File: config.mk
export PLATFORM = sky130hd
export DESIGN_NAME = cpu7_ifu_ibuf_flat
export DESIGN_NICKNAME = d
export VERILOG_FILES = /design/src/rtl/cpu7_ifu_ibuf_pkg.sv /design/src/rtl/cpu7_ifu_ibuf_if.sv /design/src/rtl/cpu7_ifu_ibuf.sv /design/src/flat_wrapper.sv
export SDC_FILE = /design/constraint.sdc
export NUM_CORES = 1
export LEC_CHECK = 0
export BUFFER_PORTS_ARGS = -buffer_cell sky130_fd_sc_hd__clkbuf_2
export CAP_MARGIN = 20
export CORE_MARGIN = 10
export CORE_UTILIZATION = 50
export DETAILED_ROUTE_END_ITERATION = 6
export PLACE_DENSITY = 0.71
export SLEW_MARGIN = 20
export SYNTH_ARGS = -nofsm -noshare
export SYNTH_HDL_FRONTEND = slang
export SYNTH_SLANG_ARGS = --single-unit
File: constraint.sdc
create_clock -name clk -period 5.65 [get_ports clk]
set_clock_uncertainty 0.05 [all_clocks]
set_input_delay 1.13 -clock clk [delete_from_list [all_inputs] [get_ports clk]]
set_output_delay 1.13 -clock clk [all_outputs]
set_load 0.05 [all_outputs]
File: src/rtl/cpu7_ifu_ibuf_pkg.sv
// Shared IFU constants used by the instruction buffer and its bench.
// The NOP word is what decode sees whenever the buffer is empty.
package cpu7_ifu_ibuf_pkg;

  localparam int          GRLEN_DEFAULT   = 32;
  localparam int          IBUF_DEPTH_DFLT = 4;
  localparam logic [31:0] LSOC1K_NOP_INST = 32'h0340_0000;

endpackage

File: src/rtl/cpu7_ifu_ibuf_if.sv
// Fetch-to-decode bundle around the instruction buffer.
// The master side is fetch plus decode control; the slave side is the buffer.
interface cpu7_ifu_ibuf_if #(
  parameter int DEPTH = 4,
  parameter int GRLEN = 32
);
  localparam int CW = $clog2(DEPTH + 1);

  logic             fdp_ibuf_valid;
  logic [31:0]      fdp_ibuf_inst;
  logic [GRLEN-1:0] fdp_ibuf_pc;
  logic             fdp_ibuf_excp;
  logic             ibuf_fdp_ready;

  logic             ifu_exu_valid_d;
  logic [31:0]      ifu_exu_inst_d;
  logic [GRLEN-1:0] ifu_exu_pc_d;
  logic             ifu_exu_excp_d;
  logic             exu_ifu_stall;
  logic             exu_ifu_flush;

  logic [CW-1:0]    ibuf_count;

  modport master (
    output fdp_ibuf_valid, fdp_ibuf_inst, fdp_ibuf_pc, fdp_ibuf_excp,
    output exu_ifu_stall, exu_ifu_flush,
    input  ibuf_fdp_ready, ifu_exu_valid_d, ifu_exu_inst_d, ifu_exu_pc_d,
    input  ifu_exu_excp_d, ibuf_count
  );

  modport slave (
    input  fdp_ibuf_valid, fdp_ibuf_inst, fdp_ibuf_pc, fdp_ibuf_excp,
    input  exu_ifu_stall, exu_ifu_flush,
    output ibuf_fdp_ready, ifu_exu_valid_d, ifu_exu_inst_d, ifu_exu_pc_d,
    output ifu_exu_excp_d, ibuf_count
  );
endinterface

File: src/rtl/cpu7_ifu_ibuf.sv
// IFU instruction buffer: small FIFO of {inst, pc, excp} between fetch and decode.
// Head outputs come only from registered storage and pointers; flush empties it.
module cpu7_ifu_ibuf
  import cpu7_ifu_ibuf_pkg::*;
#(
  parameter int DEPTH = IBUF_DEPTH_DFLT,
  parameter int GRLEN = GRLEN_DEFAULT
) (
  input  logic              clk,
  input  logic              resetn,
  cpu7_ifu_ibuf_if.slave    bus
);

  localparam int PW = $clog2(DEPTH);
  localparam int CW = $clog2(DEPTH + 1);

  logic [31:0]      inst_mem [DEPTH];
  logic [GRLEN-1:0] pc_mem   [DEPTH];
  logic             excp_mem [DEPTH];

  logic [PW-1:0] wp_q, wp_d;
  logic [PW-1:0] rp_q, rp_d;
  logic [CW-1:0] cnt_q, cnt_d;

  logic ready;
  logic valid;
  logic push;
  logic pop;

  assign ready = (cnt_q != CW'(DEPTH));
  assign valid = (cnt_q != '0);

  always_comb begin
    push  = bus.fdp_ibuf_valid & ready & ~bus.exu_ifu_flush;
    pop   = valid & ~bus.exu_ifu_stall & ~bus.exu_ifu_flush;
    wp_d  = wp_q;
    rp_d  = rp_q;
    cnt_d = cnt_q;
    if (bus.exu_ifu_flush) begin
      wp_d  = '0;
      rp_d  = '0;
      cnt_d = '0;
    end else begin
      if (push) wp_d = wp_q + PW'(1);
      if (pop)  rp_d = rp_q + PW'(1);
      case ({push, pop})
        2'b10:   cnt_d = cnt_q + CW'(1);
        2'b01:   cnt_d = cnt_q - CW'(1);
        default: cnt_d = cnt_q;
      endcase
    end
  end

  always_ff @(posedge clk or negedge resetn) begin
    if (!resetn) begin
      wp_q  <= '0;
      rp_q  <= '0;
      cnt_q <= '0;
    end else begin
      wp_q  <= wp_d;
      rp_q  <= rp_d;
      cnt_q <= cnt_d;
    end
  end

  // Storage has no reset so inst/pc can map onto LUTRAM.
  always_ff @(posedge clk) begin
    if (push) begin
      inst_mem[wp_q] <= bus.fdp_ibuf_inst;
      pc_mem[wp_q]   <= bus.fdp_ibuf_pc;
      excp_mem[wp_q] <= bus.fdp_ibuf_excp;
    end
  end

  assign bus.ibuf_fdp_ready  = ready;
  assign bus.ifu_exu_valid_d = valid;
  assign bus.ifu_exu_inst_d  = valid ? inst_mem[rp_q] : LSOC1K_NOP_INST;
  assign bus.ifu_exu_pc_d    = valid ? pc_mem[rp_q]   : '0;
  assign bus.ifu_exu_excp_d  = valid ? excp_mem[rp_q] : 1'b0;
  assign bus.ibuf_count      = cnt_q;

endmodule

File: src/flat_wrapper.sv
// flat-port wrapper written by rule: the top's interface ports become plain ports
module cpu7_ifu_ibuf_flat import cpu7_ifu_ibuf_pkg::*;
#(
  parameter int DEPTH = IBUF_DEPTH_DFLT,
  parameter int GRLEN = GRLEN_DEFAULT
)
  (clk, resetn, bus_fdp_ibuf_valid, bus_fdp_ibuf_inst, bus_fdp_ibuf_pc, bus_fdp_ibuf_excp, bus_exu_ifu_stall, bus_exu_ifu_flush, bus_ibuf_fdp_ready, bus_ifu_exu_valid_d, bus_ifu_exu_inst_d, bus_ifu_exu_pc_d, bus_ifu_exu_excp_d, bus_ibuf_count);
  cpu7_ifu_ibuf_if #(.DEPTH(DEPTH), .GRLEN(GRLEN)) bus_i ();
  input  logic clk;
  input  logic resetn;
  input wire logic [$bits(bus_i.fdp_ibuf_valid)-1:0] bus_fdp_ibuf_valid;
  input wire logic [$bits(bus_i.fdp_ibuf_inst)-1:0] bus_fdp_ibuf_inst;
  input wire logic [$bits(bus_i.fdp_ibuf_pc)-1:0] bus_fdp_ibuf_pc;
  input wire logic [$bits(bus_i.fdp_ibuf_excp)-1:0] bus_fdp_ibuf_excp;
  input wire logic [$bits(bus_i.exu_ifu_stall)-1:0] bus_exu_ifu_stall;
  input wire logic [$bits(bus_i.exu_ifu_flush)-1:0] bus_exu_ifu_flush;
  output wire logic [$bits(bus_i.ibuf_fdp_ready)-1:0] bus_ibuf_fdp_ready;
  output wire logic [$bits(bus_i.ifu_exu_valid_d)-1:0] bus_ifu_exu_valid_d;
  output wire logic [$bits(bus_i.ifu_exu_inst_d)-1:0] bus_ifu_exu_inst_d;
  output wire logic [$bits(bus_i.ifu_exu_pc_d)-1:0] bus_ifu_exu_pc_d;
  output wire logic [$bits(bus_i.ifu_exu_excp_d)-1:0] bus_ifu_exu_excp_d;
  output wire logic [$bits(bus_i.ibuf_count)-1:0] bus_ibuf_count;
  assign bus_i.fdp_ibuf_valid = bus_fdp_ibuf_valid;
  assign bus_i.fdp_ibuf_inst = bus_fdp_ibuf_inst;
  assign bus_i.fdp_ibuf_pc = bus_fdp_ibuf_pc;
  assign bus_i.fdp_ibuf_excp = bus_fdp_ibuf_excp;
  assign bus_i.exu_ifu_stall = bus_exu_ifu_stall;
  assign bus_i.exu_ifu_flush = bus_exu_ifu_flush;
  assign bus_ibuf_fdp_ready = bus_i.ibuf_fdp_ready;
  assign bus_ifu_exu_valid_d = bus_i.ifu_exu_valid_d;
  assign bus_ifu_exu_inst_d = bus_i.ifu_exu_inst_d;
  assign bus_ifu_exu_pc_d = bus_i.ifu_exu_pc_d;
  assign bus_ifu_exu_excp_d = bus_i.ifu_exu_excp_d;
  assign bus_ibuf_count = bus_i.ibuf_count;
  cpu7_ifu_ibuf #(.DEPTH(DEPTH), .GRLEN(GRLEN)) u_core (.clk(clk), .resetn(resetn), .bus(bus_i));
endmodule
==> flow_metrics.tcl, run 1 <==
set metrics [dict create \
    intPower_uw 3370 \
    ys.flop_type "sky130_fd_sc_hd__edfxtp_1" \
    worst_ep_arrival_time_ns 3.10 \
    globalRouteOverflowTotal 0 \
    finalWeightedCongestion 0.693 \
    setup_viol_count_final 0 \
    max_cap_viol_count 0 \
    core_region_area_um2 20300 \
    largest_family_of_logic_cells_by_synthesized_area "multiplexers" \
    ir_worst_vdd_mv 0.330 \
    crit_type "reg -> out" \
    grt-busiest-layer "met2" \
    grt_use_met3_pct 4.18 \
    post_cts_resize_count 0 \
    final_min_period_over_clock_period_pct 75.8 \
    hold_path_class "in -> async" \
    finalHoldViolCount 0 \
    area.growth.synth_to_final_pct 16.6 \
    synth-async-reset-ratio_pct 2.62 \
    period_minus_slack_ns 4.28 \
    numPortBuffers 139 \
    path_clk_slew_ns 0.06 \
    wl_per_cell_um 22.1 \
    place_inst 862 \
    ant_nets 0 \
    drive_gt1_share_pct 38.7 \
    routed-via-count 4974 \
    floorplan.io_pins 140 \
    final_net_count 696 \
    synth_seq_area_share_pct 77.0 \
    crit_buf_inv 2 \
    timing.final.max_slew_violations 0 \
    synth-edff-count 260 \
    final_non_filler_cell_total 912 \
    number_of_global_route_vias_before_repair 5489 \
    maxSlewHeadroom_pct 30.1 \
    r2r.worst_path.cells 5 \
    finalSetupTns_ns 0 \
    synth.ff_latch_count 267 \
    yosys_warning_count 0 \
    met1_usage_pct 18.2 \
    cts_buffers 27 \
    route.detailed.vias_per_inst 5.45 \
    detail_route.drc_violations 0 \
    path_cells "buf_4 -> mux4_2 -> nor2b_1 -> clkbuf_2" \
    first_pass_grt_wire_length_um 31000 \
    cp-end-kind "output pin" \
    initial_core_util_pct 51.1 \
    initial_antenna_violation_count 2 \
    detailedPlacementHpwl_um 11800 \
    chipHeight_um 164 \
    drtPass1Iterations 4 \
    netlist_instances 477 \
    rsz0062_at_grt "false" \
    cts-hold-fix-buffers 0 \
    drt_wl_total_um 20200 \
    fin_total_pwr_uw 4630 \
    cts-root-to-sink-buffers 3 \
    critical_path_peak_fanout 46 \
    cell_area_after_synthesis_um2 10400 \
    clock_tree_from_tritoncts "yes" \
    cpMaxStageDelayCell "sky130_fd_sc_hd__dfrtp_4" \
    synth_cell_types 35 \
    run_status "complete, no violations" \
    synth.mux.area_fraction_pct 14.1 \
    use_met2_pct 25.3 \
    worstMarginPinSlew_ns 1.05 \
    deepest_level_of_the_cts_h_tree 1 \
    synth_compound_gate_area_share_pct 0.881 \
    pwr_density_cell_nw_per_um2 383 \
    worst_r2r_startpoint "u_core.bus.ibuf_count[0]" \
    combinationalPowerShare_pct 16.4 \
    cpPeakStageDelay_ns 1.02 \
    worstReg2RegEnd "u_core.bus.ibuf_count[2]" \
    swShare_pct 27.2 \
    total_switching_power_uw 1260 \
    clockRootBuffer "sky130_fd_sc_hd__clkbuf_16" \
    cellLeakagePower_uw 0.00405 \
    power.share.sequential_pct 49.7 \
    worstPathRequired_ns 4.47 \
    first_iteration_detailed_routing_drc_count 341 \
    synthSimpleGateAreaFrac_pct 5.48 \
    die_x_um 164 \
    post_cts_buffers 0 \
    maximum_number_of_pins_on_one_net_before_global_route_repair 67 \
    worst_skew_pair.late_latency_ns 0.52 \
    yosys.area_share.adder_pct 0.676 \
    max_frequency_ghz 0.234 \
    final.fill_count 1497 \
    syn_avg_cell_area_um2 21.7 \
    share_clk_of_total_power_pct 34.0 \
    post_synth_xor_area_fraction_pct 0.254 \
    dieArea_um2 26900 \
    gr-usage-all-layers_pct 14.8 \
    reg2reg_setup_slack_ns 3.10 \
    syn-num-nets 552 \
    worst_setup_path_start_kind "flop" \
    critical-path-top-delay-family "flip-flops" \
    clock_sink_total 267 \
    rows 52 \
]
power groups by stage:
| stage | combinational [uW] | sequential, uW | clock, uW |
|---|---|---|---|
| 2_1_floorplan | 591 | 2310 | 0 |
| 3_3_place_gp | 759 | 2340 | 0 |
| 6_report | 757 | 2300 | 1570 |
| 3_5_place_dp | 768 | 2350 | 0 |
| 4_1_cts | 770 | 2300 | 1610 |
| 5_1_grt | 806 | 2310 | 1680 |
cell families (layout without fill, tap and decap cells):
kind of cell             after synthesis  after routing
flip-flops                           267            267
AND/OR/NAND/NOR                       92             92
multiplexers                          65             65
buffers and inverters                 30            194
AO/OA/AOI/OAI                         15             15
adder cells (fa/ha/maj)                5              5
XOR/XNOR                               3              3
other                                  0              1
synth_stat cells, types with 4 or more instances:
cell	number	share of area, %
sky130_fd_sc_hd__ha_1	4	0.48
sky130_fd_sc_hd__dfrtp_1	7	1.7
sky130_fd_sc_hd__and2_1	4	0.24
sky130_fd_sc_hd__buf_6	4	0.43
sky130_fd_sc_hd__clkbuf_1	12	0.43
sky130_fd_sc_hd__edfxtp_1	260	75
sky130_fd_sc_hd__mux4_2	65	14
sky130_fd_sc_hd__a21oi_1	8	0.39
sky130_fd_sc_hd__buf_2	7	0.34
sky130_fd_sc_hd__nor2b_1	62	3.7
sky130_fd_sc_hd__inv_1	4	0.14
layout by cell type, fill, tap and decap left out, types with 2 or more instances in the layout:
master / Yosys / final
sky130_fd_sc_hd__or2_1: 3 / 3
sky130_fd_sc_hd__mux4_2: 65 / 65
sky130_fd_sc_hd__o21ai_0: 2 / 2
sky130_fd_sc_hd__and2_4: 0 / 4
sky130_fd_sc_hd__edfxtp_1: 260 / 260
sky130_fd_sc_hd__inv_1: 4 / 4
sky130_fd_sc_hd__nand3b_1: 2 / 2
sky130_fd_sc_hd__nor3_1: 2 / 2
sky130_fd_sc_hd__clkbuf_2: 0 / 139
sky130_fd_sc_hd__dfrtp_1: 7 / 5
sky130_fd_sc_hd__clkbuf_16: 0 / 27
sky130_fd_sc_hd__ha_1: 4 / 4
sky130_fd_sc_hd__xnor2_1: 3 / 3
sky130_fd_sc_hd__clkbuf_1: 12 / 10
sky130_fd_sc_hd__or3_1: 2 / 2
sky130_fd_sc_hd__nor2_1: 3 / 3
sky130_fd_sc_hd__nand3_1: 3 / 3
sky130_fd_sc_hd__clkinv_2: 0 / 5
sky130_fd_sc_hd__nand2_1: 3 / 3
sky130_fd_sc_hd__clkinv_1: 0 / 5
sky130_fd_sc_hd__a21oi_1: 8 / 8
sky130_fd_sc_hd__nor2b_1: 62 / 62
sky130_fd_sc_hd__dfrtp_4: 0 / 2
area by class of cell:
cell class                      count  area [um2]  area share [%]
Antenna cell                        1        2.50          0.0207
Clock buffer                       38         727            6.02
Clock inverter                     11        52.6           0.435
Inverter                            4        15.0           0.124
Multi-Input combinational cell    180        2240            18.5
Sequential cell                   267        7990            66.1
Tap cell                          270         338            2.80
Timing Repair Buffer              141         723            5.98
state kept, by name (all words and copies together) (netlist names):
register / count
u_core.bus.ibuf_count: 3
u_core.wp_q: 2
u_core.excp_mem: 4
u_core.rp_q: 2
u_core.inst_mem: 128
u_core.pc_mem: 128
through the flow:
stage	worst slack [ns]	util, %	cell area, um2	hold slack, ns
final	1.37	59.5	12100	0.392
after global routing	1.10	59.5	12100	0.386
after CTS	1.22	59.5	12100	0.378
after detailed placement	1.79	55.7	11300	0.530
after global placement	1.78	55.7	11300	0.501
after floorplan	1.98	-	10400	0.493
per-layer routing:
| layer | vias to the layer above | wire (um) |
|---|---|---|
| met1 | 2572 | 8240 |
| met3 | 25 | 1380 |
| met2 | 145 | 10200 |
| li1 | 2230 | - |
| met5 | - | 13 |
| met4 | 2 | 326 |
worst max-delay path by stage:
| stage | end | cells after the start | from | slack, ns |
|---|---|---|---|---|
| 4_1_cts | bus_ifu_exu_pc_d[0] | 4 | u_core.rp_q[0] | 1.22 |
| 2_1_floorplan | u_core.excp_mem[0] | 4 | u_core.bus.ibuf_count[0] | 1.98 |
| 6_report | bus_ifu_exu_pc_d[0] | 4 | u_core.rp_q[0] | 1.37 |
| 5_1_grt | bus_ifu_exu_pc_d[4] | 4 | u_core.rp_q[0] | 1.10 |
| 3_5_place_dp | bus_ifu_exu_pc_d[2] | 4 | u_core.rp_q[0] | 1.79 |
| 3_3_place_gp | bus_ifu_exu_pc_d[13] | 4 | u_core.rp_q[0] | 1.78 |
No activity file was read; power rests on OpenSTA's default activity.
==> inputs of run 2 (changes only) <==
==> constraint.sdc (replaced) <==
create_clock -name clk -period 4.42 [get_ports clk]
set_clock_uncertainty 0.05 [all_clocks]
set_input_delay 0.884 -clock clk [delete_from_list [all_inputs] [get_ports clk]]
set_output_delay 0.884 -clock clk [all_outputs]
set_load 0.05 [all_outputs]
==> run 2 against run 1 <==
Net effect: final cell count unchanged; utilization grew 0.36 points; clock-buffer cell count is 5 lower; global-route usage is 0.086 points lower; die area is the same; first-iteration DRC count fell by 13%; non-clock buffer count rose by 1; worst setup slack worse by 0.70 ns; via count fell by 0.36%; critical path type unchanged; critical path depth unchanged.
==> flow_metrics.tcl, run 2 (synthesized netlist as in run 1, its figures left out) <==
set metrics [dict create \
    ir_worst_vdd_mv 0.371 \
    final_design_area_no_fill_um2 12200 \
    post_cts_buffers 0 \
    drive_gt1_share_pct 39.2 \
    rsz0062_at_grt "false" \
    worstPathRequired_ns 3.49 \
    reg_top3 "u_core.inst_mem x128, u_core.pc_mem x128, u_core.excp_mem x4" \
    gr-usage-all-layers_pct 14.7 \
    detail_route.drc_violations 0 \
    initial_core_util_pct 51.1 \
    drt_wl_total_um 19800 \
    worst_setup_path_start_kind "flop" \
    finalSetupTns_ns 0 \
    dieArea_um2 26900 \
    r2r.worst_path.cells 3 \
    run_status "complete, no violations" \
    max_cap_viol_count 0 \
    route.detailed.vias_per_inst 5.43 \
    worstMarginPinSlew_ns 1.02 \
    finalHoldViolCount 0 \
    critical_path_peak_fanout 38 \
    highest_count_cells_in_the_layout_ignoring_fill_and_taps "260 x sky130_fd_sc_hd__edfxtp_1, 139 x sky130_fd_sc_hd__clkbuf_2, 65 x sky130_fd_sc_hd__mux4_2, 62 x sky130_fd_sc_hd__nor2b_1, 27 x sky130_fd_sc_hd__clkbuf_16" \
    placed_area_um2 11300 \
    maxSlewHeadroom_pct 31.8 \
    cellLeakagePower_uw 0.00409 \
    pwr_density_cell_nw_per_um2 499 \
    clock_sink_total 267 \
    first_iteration_detailed_routing_drc_count 297 \
    utilization_of_the_core_after_routing_pct 59.9 \
    routed-via-count 4956 \
    chipHeight_um 164 \
    cts-root-to-sink-buffers 3 \
    holdWs_ns 0.149 \
    cts_buffers 27 \
    post_cts_resize_count 0 \
    ant_nets 0 \
    worst_skew_pair.late_latency_ns 0.52 \
    setup_viol_count_final 0 \
    area.growth.synth_to_final_pct 17.3 \
    final_net_count 697 \
    clockRootBuffer "sky130_fd_sc_hd__clkbuf_16" \
    cp-end-kind "output pin" \
    finalWeightedCongestion 0.698 \
    fin_total_pwr_uw 6070 \
    final_common_cell "sky130_fd_sc_hd__edfxtp_1" \
    timing.final.max_slew_violations 0 \
    detailedPlacementHpwl_um 11500 \
    max_frequency_ghz 0.267 \
    globalRouteOverflowTotal 0 \
    path_clk_slew_ns 0.06 \
    final_min_period_over_clock_period_pct 84.8 \
    die_x_um 164 \
    period_minus_slack_ns 3.75 \
    initial_antenna_violation_count 1 \
    number_of_global_route_vias_before_repair 5532 \
    rows 52 \
    drtPass1Iterations 4 \
    numPortBuffers 139 \
    deepest_level_of_the_cts_h_tree 1 \
    core_region_area_um2 20300 \
    maximum_number_of_pins_on_one_net_before_global_route_repair 67 \
    cts-hold-fix-buffers 0 \
    first_pass_grt_wire_length_um 30800 \
    worst_ep_arrival_time_ns 2.81 \
    wl_per_cell_um 21.7 \
    hold_path_class "in -> async" \
    clock_tree_from_tritoncts "yes" \
    crit_type "reg -> out" \
    floorplan.io_pins 140 \
]
run 2: layout make-up:
type,count,area [um2]
antenna,1,2.50
multi-input combinational,180,2240
clock inverter,15,146
sequential,267,7990
inverter,4,15.0
timing repair buffer,142,731
fill,1498,8140
tap,270,338
clock buffer,33,698
run 2: critical path: stages, from the launching register on:
cell and delay, ns:
sky130_fd_sc_hd__dfrtp_4 0.94, sky130_fd_sc_hd__buf_12 0.34, sky130_fd_sc_hd__mux4_2 0.55, sky130_fd_sc_hd__nor2b_1 0.16, sky130_fd_sc_hd__clkbuf_2 0.26
run 2: path summary, 6_finish.rpt:
check | from | to | slack [ns]
setup / recovery | u_core.rp_q[0] | bus_ifu_exu_pc_d[5] | 0.67
hold / removal | resetn | u_core.rp_q[1] | 0.15
max in group asynchronous | resetn | u_core.rp_q[0] | 3.97
hold reg to reg | u_core.wp_q[1] | u_core.wp_q[1] | 0.55
setup reg to reg | u_core.bus.ibuf_count[0] | u_core.pc_mem[3][24] | 2.00
min in group clk | bus_fdp_ibuf_pc[22] | u_core.pc_mem[0][22] | 0.52
run 2: through the flow:
stage / cells / setup slack, ns
after floorplan: 477 / 0.751
after global placement: 863 / 1.12
after detailed placement: 863 / 1.12
after CTS: 911 / 0.557
after global routing: 912 / 0.462
final: 912 / 0.672
run 2: layer usage:
layer	track usage [%]	wire, um	vias up
met3	4.06	1430	34
met5	0	0	-
met1	17.4	7710	2557
met4	4.87	508	0
met2	25.4	10100	143
li1	-	-	2222
run 2: where the power goes:
group	internal, uW	switching (uW)
registers	2870	64.2
logic	296	672
clock network	1290	876
==> inputs of run 3 (changes only) <==
--- a/config.mk
+++ b/config.mk
@@ -10,7 +10,7 @@
 export CORE_MARGIN = 10
 export CORE_UTILIZATION = 50
 export DETAILED_ROUTE_END_ITERATION = 6
-export PLACE_DENSITY = 0.71
+export PLACE_DENSITY = 0.74
 export SLEW_MARGIN = 20
 export SYNTH_ARGS = -nofsm -noshare
 export SYNTH_HDL_FRONTEND = slang
==> constraint.sdc (replaced) <==
create_clock -name clk -period 3.4 [get_ports clk]
set_clock_uncertainty 0.05 [all_clocks]
set_input_delay 0.68 -clock clk [delete_from_list [all_inputs] [get_ports clk]]
set_output_delay 0.68 -clock clk [all_outputs]
set_load 0.05 [all_outputs]
==> run 3 against run 2 <==
Net effect: global-route usage grew 0.39 points; die area is the same; worst setup slack lost 0.44 ns; critical path depth is the same; non-clock buffer count grew 9; combinational power grew 37%; clock power grew 34%; first-iteration DRC count grew 6.4%; register-to-register slack lost 0.97 ns; sequential share of layout area shrank 1.1 points; worst hold slack gained 0.17 ns.
==> flow_metrics.tcl, run 3 (synthesized netlist as in run 1, its figures left out) <==
set metrics [dict create \
    swShare_pct 26.8 \
    deepest_level_of_the_cts_h_tree 1 \
    numPortBuffers 139 \
    path_cells "buf_4 -> mux4_2 -> nor2b_1 -> clkbuf_2" \
    cts_buffers 27 \
    clock_tree_from_tritoncts "yes" \
    initial_antenna_violation_count 0 \
    maxSlewHeadroom_pct 64.4 \
    final_non_filler_cell_total 920 \
    max_cap_viol_count 0 \
    core_region_area_um2 20300 \
    final_design_area_no_fill_um2 12400 \
    share_clk_of_total_power_pct 36.3 \
    path_clk_slew_ns 0.06 \
    final_min_period_over_clock_period_pct 93.1 \
    highest_count_cells_in_the_layout_ignoring_fill_and_taps "260 x sky130_fd_sc_hd__edfxtp_1, 139 x sky130_fd_sc_hd__clkbuf_2, 65 x sky130_fd_sc_hd__mux4_2, 62 x sky130_fd_sc_hd__nor2b_1, 27 x sky130_fd_sc_hd__clkbuf_16" \
    holdWs_ns 0.319 \
    initial_core_util_pct 51.1 \
    floorplan.io_pins 140 \
    dieArea_um2 26900 \
    die_x_um 164 \
    cts-root-to-sink-buffers 3 \
    route.detailed.vias_per_inst 5.46 \
    setup_viol_count_final 0 \
    rows 52 \
    finalSetupTns_ns 0 \
    worst_setup_path_startpoint "u_core.rp_q[1]" \
    reg_top3 "u_core.inst_mem x128, u_core.pc_mem x128, u_core.excp_mem x4" \
    worst_ep_arrival_time_ns 2.44 \
    number_of_global_route_vias_before_repair 5538 \
    ant_nets 0 \
    intPower_uw 5880 \
    total_switching_power_uw 2150 \
    drtPass1Iterations 4 \
    worstPathRequired_ns 2.67 \
    hold_path_class "in -> reg" \
    rsz0062_at_grt "false" \
    min-delay-start "bus_fdp_ibuf_pc[0]" \
    routed-via-count 5026 \
    chipHeight_um 164 \
    crit_type "reg -> out" \
    detail_route.drc_violations 0 \
    area.growth.synth_to_final_pct 19.2 \
    timing.final.max_slew_violations 0 \
    power.share.sequential_pct 47.2 \
    wl_per_cell_um 22.0 \
    critical-path-top-delay-family "flip-flops" \
    place_inst 870 \
    first_iteration_detailed_routing_drc_count 316 \
    clockRootBuffer "sky130_fd_sc_hd__clkbuf_16" \
    combinationalPowerShare_pct 16.5 \
    finalHoldViolCount 0 \
    period_minus_slack_ns 3.17 \
    worst_skew_pair.late_latency_ns 0.52 \
    gr-usage-all-layers_pct 15.1 \
    cpMaxStageDelayCell "sky130_fd_sc_hd__dfrtp_4" \
    cp-end-kind "output pin" \
    run_status "complete, no violations" \
    worst_setup_path_start_kind "flop" \
    detailedPlacementHpwl_um 12600 \
    worst_r2r_startpoint "u_core.bus.ibuf_count[0]" \
    globalRouteOverflowTotal 0 \
    final_net_count 706 \
    first_pass_grt_wire_length_um 31600 \
    post_cts_resize_count 0 \
    crit_buf_inv 2 \
    cellLeakagePower_uw 0.00418 \
    worstMarginPinSlew_ns 0.533 \
    pwr_density_cell_nw_per_um2 649 \
    final_common_cell "sky130_fd_sc_hd__edfxtp_1" \
    finalWeightedCongestion 0.673 \
    ir_worst_vdd_mv 0.554 \
    max_frequency_ghz 0.316 \
    cpPeakStageDelay_ns 0.77 \
    placed_area_um2 11400 \
    maximum_number_of_pins_on_one_net_before_global_route_repair 71 \
    critical_path_peak_fanout 34 \
    drive_gt1_share_pct 40.8 \
    utilization_of_the_core_after_routing_pct 60.9 \
    antennaDiodeCount 0 \
    drt_wl_total_um 20300 \
    clock_sink_total 267 \
]
run 3: changes by cell type in the layout (fill, tap and decap cells not counted), sizes merged:
| cell | change |
|---|---|
| clkinv | -2 |
| buf | +8 |
| clkbuf | -1 |
| dlygate4sd3 | +1 |
| clkinvlp | +1 |
| diode | -1 |
| inv | +2 |
run 3: path summary, 6_finish.rpt:
kind / to / slack (ns) / depth (start not counted)
worst max register to register: u_core.bus.ibuf_count[1] / 1.03 / 7
worst min-delay path: u_core.pc_mem[1][0] / 0.32 / 1
worst max-delay path: bus_ifu_exu_inst_d[3] / 0.23 / 4
max in group asynchronous: u_core.rp_q[1] / 2.60 / 2
worst min register to register: u_core.wp_q[1] / 0.57 / 2
min in group asynchronous: u_core.wp_q[1] / 0.51 / 2
run 3: worst reg2reg max path, delay by kind of cell, from the launching register on:
family | cells | cell delay, ns
simple gates | 3 | 0.61
flops | 1 | 0.54
fa+ha+maj | 1 | 0.53
buf+inv | 1 | 0.34
compound gates | 2 | 0.25
run 3: power groups by stage:
stage / sequential (uW) / combinational (uW) / clock (uW)
2_1_floorplan: 3840 / 983 / 0
3_3_place_gp: 3860 / 1310 / 0
3_5_place_dp: 3870 / 1330 / 0
4_1_cts: 3800 / 1330 / 2970
5_1_grt: 3800 / 1410 / 3120
6_report: 3790 / 1320 / 2910
run 3: layout make-up:
class	instances	area, um2
Sequential cell	267	7990
Fill cell	1478	7940
Multi-Input combinational cell	180	2240
Timing Repair Buffer	151	896
Clock buffer	32	714
Tap cell	270	338
Clock inverter	16	170
Inverter	4	15.0
run 3: what timing repair did:
item / CTS / global route
endpoints found under the hold margin: 7 / 0
setup endpoints to repair: 0 / 14
hold buffers: 1 / 0
setup buffers: 0 / 1
run 3: layer usage:
layer | vias up | global-route usage (%) | wire, um
li1 | 2248 | - | -
met1 | 2586 | 19.3 | 8010
met2 | 157 | 25.6 | 10500
met3 | 35 | 3.30 | 1300
met4 | 0 | 4.14 | 439
met5 | - | 0 | 0
run 3: stage by stage:
step | total power (uW) | setup slack [ns]
detailed placement | 5200 | 0.619
global route | 8330 | 0.105
floorplan | 4820 | 0.439
global placement | 5170 | 0.626
finish | 8020 | 0.234
CTS | 8100 | 0.0624
